### src/rtl/pwm_regs_mc_if.sv
`default_nettype none
// ============================================================================
//  Module      : pwm_regs_mc_if
//  Description : Decoder-side register bus for the multi-channel PWM
//                register file. The decoder (master) issues one-cycle read
//                and write strobes with a byte address and write data.
//                The register file (slave) returns registered read data.
//  Signals     : read        1  read strobe, one cycle
//                write       1  write strobe, one cycle
//                addr        6  byte address
//                data_write  8  write data
//                data_read   8  registered read data
//  Revision    : 1.0  initial release
// ============================================================================
interface pwm_regs_mc_if;
  logic       read;
  logic       write;
  logic [5:0] addr;
  logic [7:0] data_write;
  logic [7:0] data_read;

  modport master (
    output read,
    output write,
    output addr,
    output data_write,
    input  data_read
  );

  modport slave (
    input  read,
    input  write,
    input  addr,
    input  data_write,
    output data_read
  );
endinterface
`default_nettype wire

### src/rtl/pwm_regs_mc.sv
`default_nettype none
// ============================================================================
//  Module      : pwm_regs_mc
//  Description : Multi-channel register file for the PWM generator. Holds
//                the global counter controls (period, enables, prescaler,
//                command pulses, status) and NCH compare/function channels.
//                Channel writes land in a staging copy; with double
//                buffering enabled the staging copy moves to the active
//                outputs atomically on a period boundary or on a forced
//                update. Counter readback is made tear-free by capturing
//                the high bits when the low byte is read.
//  Config      : PWMREGS_SHADOW_EN - when defined, channel registers are
//                double-buffered; when undefined, channel writes drive the
//                outputs directly and update_pending always reads 0.
//  Parameters  : NCH  number of channels (1..7)
//                CW   counter/period/compare width (9..16)
//  Ports       : clk, rst_n        clock, async active-low reset
//                bus               decoder bus (slave modport)
//                counter_val_i     live counter value
//                period_evt_i      period wrap pulse
//                period_o          counter period
//                en_o, upnotdown_o, pwm_en_o  counter control bits
//                prescale_o        prescaler
//                count_reset_o     one-cycle counter reset pulse
//                compare1_o/compare2_o  active compares, ch n at [CW*n +: CW]
//                functions_o       active function bytes, ch n at [8*n +: 8]
//                ch_en_o           active per-channel enables
//  Revision    : 1.0  initial release
// ============================================================================
module pwm_regs_mc #(
  parameter int NCH = 4,
  parameter int CW  = 16
) (
  input  logic                clk,
  input  logic                rst_n,
  pwm_regs_mc_if.slave        bus,
  input  logic [CW-1:0]       counter_val_i,
  input  logic                period_evt_i,
  output logic [CW-1:0]       period_o,
  output logic                en_o,
  output logic                upnotdown_o,
  output logic                pwm_en_o,
  output logic [7:0]          prescale_o,
  output logic                count_reset_o,
  output logic [CW*NCH-1:0]   compare1_o,
  output logic [CW*NCH-1:0]   compare2_o,
  output logic [8*NCH-1:0]    functions_o,
  output logic [NCH-1:0]      ch_en_o
);

  localparam logic [2:0] c_NCH3 = 3'(NCH);
  localparam int         c_HW   = CW - 8;   // bits carried by a high byte

  // Zero-extend a CW-bit value to 16 bits and return its upper byte, so
  // unused high bits read back as 0 for any CW.
  function automatic logic [7:0] hi_byte(input logic [CW-1:0] v);
    logic [15:0] ext;
    ext         = '0;
    ext[CW-1:0] = v;
    return ext[15:8];
  endfunction

  // --------------------------------------------------------------------------
  // Address decode: addr[5:3] selects the block (0 = global, k = channel k-1),
  // addr[2:0] selects the register inside the block.
  // --------------------------------------------------------------------------
  logic [2:0] w_blk;
  logic [2:0] w_off;
  logic       w_glb;
  logic       w_chsel;
  logic       w_gwr;
  logic       w_ch_wr;
  logic       w_cmd_wr;
  logic [7:0] w_dw;

  assign w_blk    = bus.addr[5:3];
  assign w_off    = bus.addr[2:0];
  assign w_dw     = bus.data_write;
  assign w_glb    = (w_blk == 3'd0);
  assign w_chsel  = !w_glb && (w_blk <= c_NCH3);
  assign w_gwr    = bus.write && w_glb;
  // Offsets 6/7 of a channel are reserved and must not mark an update.
  assign w_ch_wr  = bus.write && w_chsel && (w_off < 3'd6);
  assign w_cmd_wr = w_gwr && (w_off == 3'd6);

  // --------------------------------------------------------------------------
  // Global registers
  // --------------------------------------------------------------------------
  logic [CW-1:0]   period_q;
  logic            en_q;
  logic            upnotdown_q;
  logic            pwm_en_q;
  logic [7:0]      prescale_q;
  logic            count_reset_q;
  logic [c_HW-1:0] snap_hi_q;
  logic            ovf_q;
  logic            ovf_d;
  logic [7:0]      data_read_q;
  logic [7:0]      w_rdata;
  logic            w_pend;

  // A period event in the same cycle as a W1C keeps the flag set.
  always_comb begin
    ovf_d = ovf_q;
    if (period_evt_i) begin
      ovf_d = 1'b1;
    end else if (w_gwr && (w_off == 3'd7) && w_dw[1]) begin
      ovf_d = 1'b0;
    end
  end

  always_ff @(posedge clk or negedge rst_n) begin
    if (!rst_n) begin
      period_q      <= '0;
      en_q          <= 1'b0;
      upnotdown_q   <= 1'b1;
      pwm_en_q      <= 1'b0;
      prescale_q    <= 8'h00;
      count_reset_q <= 1'b0;
      snap_hi_q     <= '0;
      ovf_q         <= 1'b0;
      data_read_q   <= 8'h00;
    end else begin
      count_reset_q <= w_cmd_wr && w_dw[0];
      ovf_q         <= ovf_d;
      if (w_gwr) begin
        case (w_off)
          3'd0:    period_q[7:0]    <= w_dw;
          3'd1:    period_q[CW-1:8] <= w_dw[c_HW-1:0];
          3'd2: begin
            en_q        <= w_dw[0];
            upnotdown_q <= w_dw[1];
            pwm_en_q    <= w_dw[2];
          end
          3'd3:    prescale_q       <= w_dw;
          default: ;
        endcase
      end
      // Read data is taken from the pre-write register contents.
      if (bus.read) begin
        data_read_q <= w_rdata;
      end
      // Reading the low counter byte freezes the high part for CNT_H.
      if (bus.read && w_glb && (w_off == 3'd4)) begin
        snap_hi_q <= counter_val_i[CW-1:8];
      end
    end
  end

  // --------------------------------------------------------------------------
  // Staged channel registers: written by the bus and read back by the bus.
  // --------------------------------------------------------------------------
  logic [NCH-1:0][CW-1:0] stg_cmp1_q;
  logic [NCH-1:0][CW-1:0] stg_cmp2_q;
  logic [NCH-1:0][7:0]    stg_func_q;
  logic [NCH-1:0]         stg_chen_q;

  always_ff @(posedge clk or negedge rst_n) begin
    if (!rst_n) begin
      stg_cmp1_q <= '0;
      stg_cmp2_q <= '0;
      stg_func_q <= '0;
      stg_chen_q <= '0;
    end else if (w_ch_wr) begin
      for (int n = 0; n < NCH; n++) begin
        if (w_blk == 3'(n + 1)) begin
          case (w_off)
            3'd0:    stg_cmp1_q[n][7:0]    <= w_dw;
            3'd1:    stg_cmp1_q[n][CW-1:8] <= w_dw[c_HW-1:0];
            3'd2:    stg_cmp2_q[n][7:0]    <= w_dw;
            3'd3:    stg_cmp2_q[n][CW-1:8] <= w_dw[c_HW-1:0];
            3'd4:    stg_func_q[n]         <= w_dw;
            3'd5:    stg_chen_q[n]         <= w_dw[0];
            default: ;
          endcase
        end
      end
    end
  end

`ifdef PWMREGS_SHADOW_EN
  // --------------------------------------------------------------------------
  // Double buffering: the staged copy is the shadow, transferred into the
  // active copy on a period event or one cycle after a forced update command.
  // --------------------------------------------------------------------------
  logic [NCH-1:0][CW-1:0] act_cmp1_q;
  logic [NCH-1:0][CW-1:0] act_cmp2_q;
  logic [NCH-1:0][7:0]    act_func_q;
  logic [NCH-1:0]         act_chen_q;
  logic                   upd_pend_q;
  logic                   upd_pend_d;
  logic                   fupd_q;
  logic                   w_xfer;

  assign w_xfer = period_evt_i || fupd_q;

  // A channel write coinciding with a transfer leaves its value staged, so
  // the pending flag must win over the clear.
  always_comb begin
    upd_pend_d = upd_pend_q;
    if (w_ch_wr) begin
      upd_pend_d = 1'b1;
    end else if (w_xfer) begin
      upd_pend_d = 1'b0;
    end
  end

  always_ff @(posedge clk or negedge rst_n) begin
    if (!rst_n) begin
      act_cmp1_q <= '0;
      act_cmp2_q <= '0;
      act_func_q <= '0;
      act_chen_q <= '0;
      upd_pend_q <= 1'b0;
      fupd_q     <= 1'b0;
    end else begin
      fupd_q     <= w_cmd_wr && w_dw[1];
      upd_pend_q <= upd_pend_d;
      // Copies the pre-write shadow: a same-edge bus write lands in the
      // shadow only.
      if (w_xfer) begin
        act_cmp1_q <= stg_cmp1_q;
        act_cmp2_q <= stg_cmp2_q;
        act_func_q <= stg_func_q;
        act_chen_q <= stg_chen_q;
      end
    end
  end

  assign compare1_o  = act_cmp1_q;
  assign compare2_o  = act_cmp2_q;
  assign functions_o = act_func_q;
  assign ch_en_o     = act_chen_q;
  assign w_pend      = upd_pend_q;
`else
  // Single-buffered: the staged copy drives the outputs directly.
  assign compare1_o  = stg_cmp1_q;
  assign compare2_o  = stg_cmp2_q;
  assign functions_o = stg_func_q;
  assign ch_en_o     = stg_chen_q;
  assign w_pend      = 1'b0;
`endif

  // --------------------------------------------------------------------------
  // Read multiplexer (channel registers read back their staged value)
  // --------------------------------------------------------------------------
  always_comb begin
    w_rdata = 8'h00;
    if (w_glb) begin
      case (w_off)
        3'd0:    w_rdata = period_q[7:0];
        3'd1:    w_rdata = hi_byte(period_q);
        3'd2:    w_rdata = {5'b0, pwm_en_q, upnotdown_q, en_q};
        3'd3:    w_rdata = prescale_q;
        3'd4:    w_rdata = counter_val_i[7:0];
        3'd5:    w_rdata = hi_byte({snap_hi_q, 8'h00});
        3'd7:    w_rdata = {6'b0, ovf_q, w_pend};
        default: w_rdata = 8'h00;
      endcase
    end else begin
      for (int n = 0; n < NCH; n++) begin
        if (w_blk == 3'(n + 1)) begin
          case (w_off)
            3'd0:    w_rdata = stg_cmp1_q[n][7:0];
            3'd1:    w_rdata = hi_byte(stg_cmp1_q[n]);
            3'd2:    w_rdata = stg_cmp2_q[n][7:0];
            3'd3:    w_rdata = hi_byte(stg_cmp2_q[n]);
            3'd4:    w_rdata = stg_func_q[n];
            3'd5:    w_rdata = {7'b0, stg_chen_q[n]};
            default: w_rdata = 8'h00;
          endcase
        end
      end
    end
  end

  // --------------------------------------------------------------------------
  // Outputs
  // --------------------------------------------------------------------------
  assign bus.data_read = data_read_q;
  assign period_o      = period_q;
  assign en_o          = en_q;
  assign upnotdown_o   = upnotdown_q;
  assign pwm_en_o      = pwm_en_q;
  assign prescale_o    = prescale_q;
  assign count_reset_o = count_reset_q;

endmodule
`default_nettype wire
### src/flat_wrapper.sv
// flat-port wrapper written by rule: the top's interface ports become plain ports
module pwm_regs_mc_flat 
#(
  parameter int NCH = 4,
  parameter int CW  = 16
)
  (clk, rst_n, counter_val_i, period_evt_i, period_o, en_o, upnotdown_o, pwm_en_o, prescale_o, count_reset_o, compare1_o, compare2_o, functions_o, ch_en_o, bus_read, bus_write, bus_addr, bus_data_write, bus_data_read);
  pwm_regs_mc_if bus_i ();
  input  logic clk;
  input  logic rst_n;
  input  logic [CW-1:0] counter_val_i;
  input  logic period_evt_i;
  output logic [CW-1:0] period_o;
  output logic en_o;
  output logic upnotdown_o;
  output logic pwm_en_o;
  output logic [7:0] prescale_o;
  output logic count_reset_o;
  output logic [CW*NCH-1:0] compare1_o;
  output logic [CW*NCH-1:0] compare2_o;
  output logic [8*NCH-1:0] functions_o;
  output logic [NCH-1:0] ch_en_o;
  input wire logic [$bits(bus_i.read)-1:0] bus_read;
  input wire logic [$bits(bus_i.write)-1:0] bus_write;
  input wire logic [$bits(bus_i.addr)-1:0] bus_addr;
  input wire logic [$bits(bus_i.data_write)-1:0] bus_data_write;
  output wire logic [$bits(bus_i.data_read)-1:0] bus_data_read;
  assign bus_i.read = bus_read;
  assign bus_i.write = bus_write;
  assign bus_i.addr = bus_addr;
  assign bus_i.data_write = bus_data_write;
  assign bus_data_read = bus_i.data_read;
  pwm_regs_mc #(.NCH(NCH), .CW(CW)) u_core (.clk(clk), .rst_n(rst_n), .bus(bus_i), .counter_val_i(counter_val_i), .period_evt_i(period_evt_i), .period_o(period_o), .en_o(en_o), .upnotdown_o(upnotdown_o), .pwm_en_o(pwm_en_o), .prescale_o(prescale_o), .count_reset_o(count_reset_o), .compare1_o(compare1_o), .compare2_o(compare2_o), .functions_o(functions_o), .ch_en_o(ch_en_o));
endmodule
### config.mk
export PLATFORM = sky130hd
export DESIGN_NAME = pwm_regs_mc_flat
export DESIGN_NICKNAME = d
export VERILOG_FILES = /design/src/rtl/pwm_regs_mc_if.sv /design/src/rtl/pwm_regs_mc.sv /design/src/flat_wrapper.sv
export SDC_FILE = /design/constraint.sdc
export NUM_CORES = 1
export LEC_CHECK = 0
export CAP_MARGIN = 40
export CELL_PAD_IN_SITES_DETAIL_PLACEMENT = 0
export CELL_PAD_IN_SITES_GLOBAL_PLACEMENT = 1
export CORE_ASPECT_RATIO = 2
export CORE_MARGIN = 5
export CORE_UTILIZATION = 50
export DETAILED_ROUTE_END_ITERATION = 16
export DONT_BUFFER_PORTS = 1
export GPL_TIMING_DRIVEN = 0
export PLACE_DENSITY_LB_ADDON = 0.1
export SYNTH_ARGS = -nofsm -noshare
export SYNTH_HDL_FRONTEND = slang
export SYNTH_SLANG_ARGS = --single-unit
export TNS_END_PERCENT = 10
### constraint.sdc
create_clock -name clk -period 1.7 [get_ports clk]
set_input_delay 0.425 -clock clk [delete_from_list [all_inputs] [get_ports clk]]
set_output_delay 0.425 -clock clk [all_outputs]
set_load 0.02 [all_outputs]
# After elaboration in Yosys (flattened, before gate mapping)
# Cells that the tools add are included.
op_classes:
  shifts: 0
  bitwise: 0
  muxes: 12
  n_addsub: 0
  eq_ne: 11
  n_lt_le_gt_ge: 2
  multipliers: 0
  div: 0
  reduce_logical: 42
op_table:
  columns: ["op", "n"]
  rows:
  - ["case mux 8 bit (6 select lines)", 4]
  - ["AND reduction 3 bit", 24]
  - ["case mux 8 bit (7 select lines)", 1]
  - ["2-to-1 mux 8 bit", 5]
  - ["equality test 3 bit, second input constant", 5]
  - ["equality test 3 x 2 -> 1 bit, second input constant", 4]
  - ["logical AND 1 bit", 10]
  - ["AND reduction 2 bit", 4]
  - ["equality test 3 x 1 -> 1 bit, second input constant", 2]
  - ["logical NOT 3 bit", 2]
  - ["<= comparator 3 bit, second input constant", 1]
  - ["< comparator 3 bit, second input constant", 1]
  - ["2-to-1 mux 1 bit", 2]
  - ["nonzero test 2 bit", 1]
  - ["logical NOT 1 bit", 1]
totals:
  regBits: 209
  n_memories: 0
  wordCells: 101
  inputBits: 35
  ram_bits: 0
  mem_bits_ro: 0
  out_inout_bits: 200
  latchBits: 0

# Depth between registers and ports, before layout
depth:
  word_depth: 7
  mapped_depth: 10
  ltp_nobuf: 8

# Least setup slack after synthesis
# Ideal clock, no wire load.
synth_path:
  kind: "input to register"
  start: "input port bus_addr[3]"
  end: "register u_core.stg_cmp1_q (netlist bit u_core.compare1_o[24])"
  path_buffers: 3
  required_ns: 1.575
  slack_ns: -0.582
  setup_ns: 0.125
  arrival_ns: 2.157
  stages: 9
  path_cell_list: "buf_2 -> nor2_1 -> ha_1 -> and3_1 -> buf_2 -> and3_1 -> buf_4 -> nand3_2 -> mux2_2"
synth_via:
  elab_chain_cells: 6
  elab_cells_between_ends: 8
  classes_between: "1 x order compare; 1 x eq/ne; 6 x reduce/logical"
synth_lines:
  columns: ["item", "line_no", "rtl"]
  rows:
  - ["start, declared", "flat_wrapper.sv:25", "input wire logic [$bits(bus_i.addr)-1:0] bus_addr;"]
  - ["parallel branches: the longest is 5 deep, another holds <= comparator 3 bit", null, null]
  - ["AND reduction 3 bit (no line) (*)", null, null]
  - ["end signal, assigned by index", "pwm_regs_mc.sv:168", "3'd0: stg_cmp1_q[n][7:0] <= w_dw;"]
  - ["end signal, assigned by index", "pwm_regs_mc.sv:169", "3'd1: stg_cmp1_q[n][CW-1:8] <= w_dw[c_HW-1:0];"]
  - ["end, declared", "pwm_regs_mc.sv:153", "logic [NCH-1:0][CW-1:0] stg_cmp1_q;"]
# Mark *: on every way between the ends.
# A chain may end at the register's enable or synchronous reset.

# Final worst setup path
layout_path:
  start: "input port bus_addr[2]"
  end: "register u_core.data_read_q[3], in the netlist u_core.bus.data_read[3]"
layout_via:
  elab_chain_cells: 7
  elab_cells_between_ends: 17
  classes_between: "6 x eq/ne; 10 x mux; 1 x reduce/logical"
layout_lines:
  columns: ["item", "line_no", "rtl"]
  rows:
  - ["equality test 3 bit, or another cell as far along", "pwm_regs_mc.sv:250, pwm_regs_mc.sv:263", null]
  - ["case mux 8 bit (6 select lines)", "pwm_regs_mc.sv:263", "case (w_off)"]
  - ["2-to-1 mux 8 bit (4 in series)", "pwm_regs_mc.sv:262", "if (w_blk == 3'(n + 1)) begin"]
  - ["2-to-1 mux 8 bit (*)", "pwm_regs_mc.sv:249", "if (w_glb) begin"]
  - ["end signal, assigned", "pwm_regs_mc.sv:141", "data_read_q <= w_rdata;"]
  - ["end, declared", "pwm_regs_mc.sv:98", "logic [7:0] data_read_q;"]
# Every way passes the cells marked *; elsewhere a longest branch is shown, timed or not.

==> impl_metrics.yaml <==
route:
  ant_nets: 0
  initialDrtViolationCount: 626
  wl_per_cell_um: 35.3
  routed_via_density: 6.69
  vias: 7274
  routed_wl_um: 38400
  drtPass1Iterations: 6
  drc: 0
timing:
  relSlewSlack_pct: 35.3
  fin_ws_ns: -0.0601
  slew_viol_final: 0
  hold_viol_final: 208
  fin_crit_sh_pct: 104
  skew_ns: 0.0129
  setup_violations: 11
  fmax_mhz: 568
  fin_crit_ns: 1.76
  rsz0062_at_grt: "yes"
  hold_slack_ns: -0.392
  tightest_slew_ns: 0.971
finish:
  multi_input_area_um2: 4760
  fillCellCount: 1679
  final-instance-count-excl-fill: 1087
  drive_gt1_share_pct: 43.8
  final_nets: 849
  seqCellArea_um2: 5250
  post-route-util_pct: 58.6
  areaGrowthSynthToFinish_pct: 15.4
  stdcell_area_um2: 11600
clocking:
  cts_tree: "built"
  cts_buffers: 20
  cts.clk_slew.worst_paths_ns: 0.07
  cts_max_path_buffers: 3
  clkLatencyLatePin_ns: 0.51
  cts_root_buf: "clkbuf_16"
  cts.sinks: 209
  htree_levels: 1
synth:
  ys.flop_type: "dfrtp_1"
  synthTopCellsByArea: "dfrtp_1, mux2_2, mux2i_1"
  synth.largest_area_cell: "dfrtp_1"
  seq_area_frac_synth_pct: 52.0
  avgSynthCellArea_um2: 13.0
  netlist_area_um2: 10100
  synthDominantCellAreaShare_pct: 51.7
  synth.lib_cells_used.distinct: 61
  synth_edf_count: 0
  synthArstFlopShare_pct: 100
  syn-instance-count: 776
  yosysWarnings: 0
  synth_nets: 813
  synth_seq_cells: 209
grt:
  gr-total-overflow: 0
  grt_util_all_layers_pct: 32.9
  grt_start_max_net_pins: 210
  grt_antenna_before_repair: 0
  grt_pass1_vias: 7842
  grt_pass1_wl_um: 54600
place:
  hpwl_um: 27900
  gp_congestion: 1.02
  port-buffer-count: 0
  dp_cells: 1039
  placed_area_um2: 10500
die:
  die-area_um2: 23200
  dieWidth_um: 110
  design.portCount: 235
  start_util_pct: 50.8
  fp-row-count: 73
  core-area_um2: 19800
  die_h_um: 211
setup_path:
  required_ns: 2.10
  crit_chain: "buf_6 -> nor2b_1 -> buf_4 -> a22oi_1 -> o21ai_0 -> a21oi_1 -> o41ai_1"
  r2r_slack_ns: -0.02
  worstPathArrival_ns: 2.16
  timing.rr.start: "u_core.compare1_o[20]"
  rr_worst_depth: 6
  critPathSlowestCell: "nor2b_1"
  cp_num_buf_inv: 2
  crit_path_start: "bus_addr[2]"
  critical_path.top_delay_family: "compound AO/OA/AOI/OAI gates"
  critPathLaunchType: "input port"
  timing.rr.end: "u_core.bus.data_read[4]"
  cp_max_fo: 10
  end_kind: "register"
  crit_type: "input port to register"
  slowest_delay_ns: 0.42
run_status:
  status: "complete, but fails checks"
  failed_checks: "negative hold slack, negative setup slack"
power_and_ir_drop:
  p_leak_nw: 5.33
  vdd.ir_drop.worst_mv: 0.826
  power_density_nw_per_um2: 1050
worst_hold_path:
  hp-class: "input port to async pin"
flow_run:
  drv_cap: 0
-- registers in the layout (all words and copies together), names as in the netlist --
| signal | flops |
|---|---|
| u_core.ovf_q | 1 |
| u_core.snap_hi_q | 8 |
| u_core.prescale_o | 8 |
| u_core.en_o | 1 |
| u_core.compare1_o | 64 |
| u_core.bus.data_read | 8 |
| u_core.period_o | 16 |
| u_core.ch_en_o | 4 |
| u_core.compare2_o | 64 |
| u_core.pwm_en_o | 1 |
| u_core.count_reset_o | 1 |
| u_core.upnotdown_o | 1 |
| u_core.functions_o | 32 |
-- worst register-to-register path: stages (launching register included) --
cell	delay, ns
dfrtp_2	0.46
mux2_4	0.29
a221oi_2	0.23
o21ai_1	0.13
a22oi_1	0.20
a211o_1	0.18
a31oi_1	0.09
-- final cells by class --
class	instances	share of cell area (%)
multi-input combinational	504	41.0
clock buffer	29	4.96
antenna	1	0.0216
timing repair buffer	16	1.99
inverter	9	0.323
tap	262	2.82
clock inverter	5	0.453
sequential	209	45.2
buffer	52	3.17
-- cells in the final DEF (no fill, tap or decap), drive strengths merged, types with 7 or more instances in the layout --
| master | synthesis | final |
|---|---|---|
| mux2 | 209 | 209 |
| dfrtp | 208 | 208 |
| clkbuf | 22 | 50 |
| buf | 32 | 47 |
| nor2 | 46 | 46 |
| mux2i | 33 | 33 |
| a21oi | 30 | 30 |
| nand2 | 30 | 30 |
| a22oi | 26 | 26 |
| o21ai | 22 | 22 |
| o221ai | 10 | 10 |
| o22ai | 10 | 10 |
| nand3 | 9 | 9 |
| inv | 8 | 8 |
| mux4 | 7 | 7 |
| nor3 | 7 | 7 |
-- worst max-delay path by stage --
| stage | to | slack [ns] | cells past startpoint |
|---|---|---|---|
| finish | u_core.bus.data_read[3] | -0.06 | 7 |
| floorplan | u_core.compare1_o[24] | -0.36 | 9 |
| CTS | u_core.compare2_o[46] | -0.24 | 8 |
| global placement | u_core.bus.data_read[3] | -0.98 | 10 |
| global route | u_core.bus.data_read[3] | -0.13 | 7 |
| detailed placement | u_core.bus.data_read[3] | -1.10 | 10 |
-- where the power goes --
part	leakage, nW	internal, mW	switching, mW
Clock	0.306	2.50	1.97
Sequential	2.80	5.40	0.989
Combinational	2.22	0.614	0.679
-- logic make-up after synthesis --
kind of cell             Yosys count  synth area share (%)
AND/OR/NAND/NOR                  115                  6.44
buffers and inverters             63                  3.57
AO/OA/AOI/OAI                    138                  9.50
adder cells (fa/ha/maj)            2                 0.249
flip-flops                       209                  52.0
multiplexers                     249                  28.2
-- cell usage after synthesis, types with 5 or more instances --
library cell	n
inv_1	7
o22ai_1	10
o21ai_0	21
a21oi_1	29
clkbuf_1	22
mux4_2	7
nor2b_1	5
nor2_2	14
a221o_1	5
a22oi_1	26
o221ai_1	10
mux2_2	209
nand2_1	24
dfrtp_1	208
nor2_1	32
nand3_1	6
buf_4	9
nand2_2	6
mux2i_1	33
and3_1	6
buf_6	8
a221oi_1	5
buf_2	14
-- layer usage --
metal,track usage (%),vias to the layer above,part of all wire (%)
met2,55.1,423,51
met5,0,-,0
met1,35.8,3786,33
met4,19.3,0,5.8
li1,-,2959,-
met3,10.6,106,9.8
-- stage by stage --
stage	setup WS [ns]	TNS, ns	power (mW)
floorplan	-0.365	-56.26	7.14
global placement	-0.976	-131.55	7.63
detailed placement	-1.10	-137.37	7.69
CTS	-0.240	-11.04	12.1
global route	-0.134	-1.60	12.5
finish	-0.0601	-0.341	12.2
-- repair_timing --
item | in CTS | in global routing
setup endpoints to repair | 160 | 186
pin swaps | 7 | 15
gates resized for setup | 30 | 47
setup buffers | 5 | 10
hold endpoints to repair | 209 | 209
Note: power is estimated with default switching activity, not from simulation.
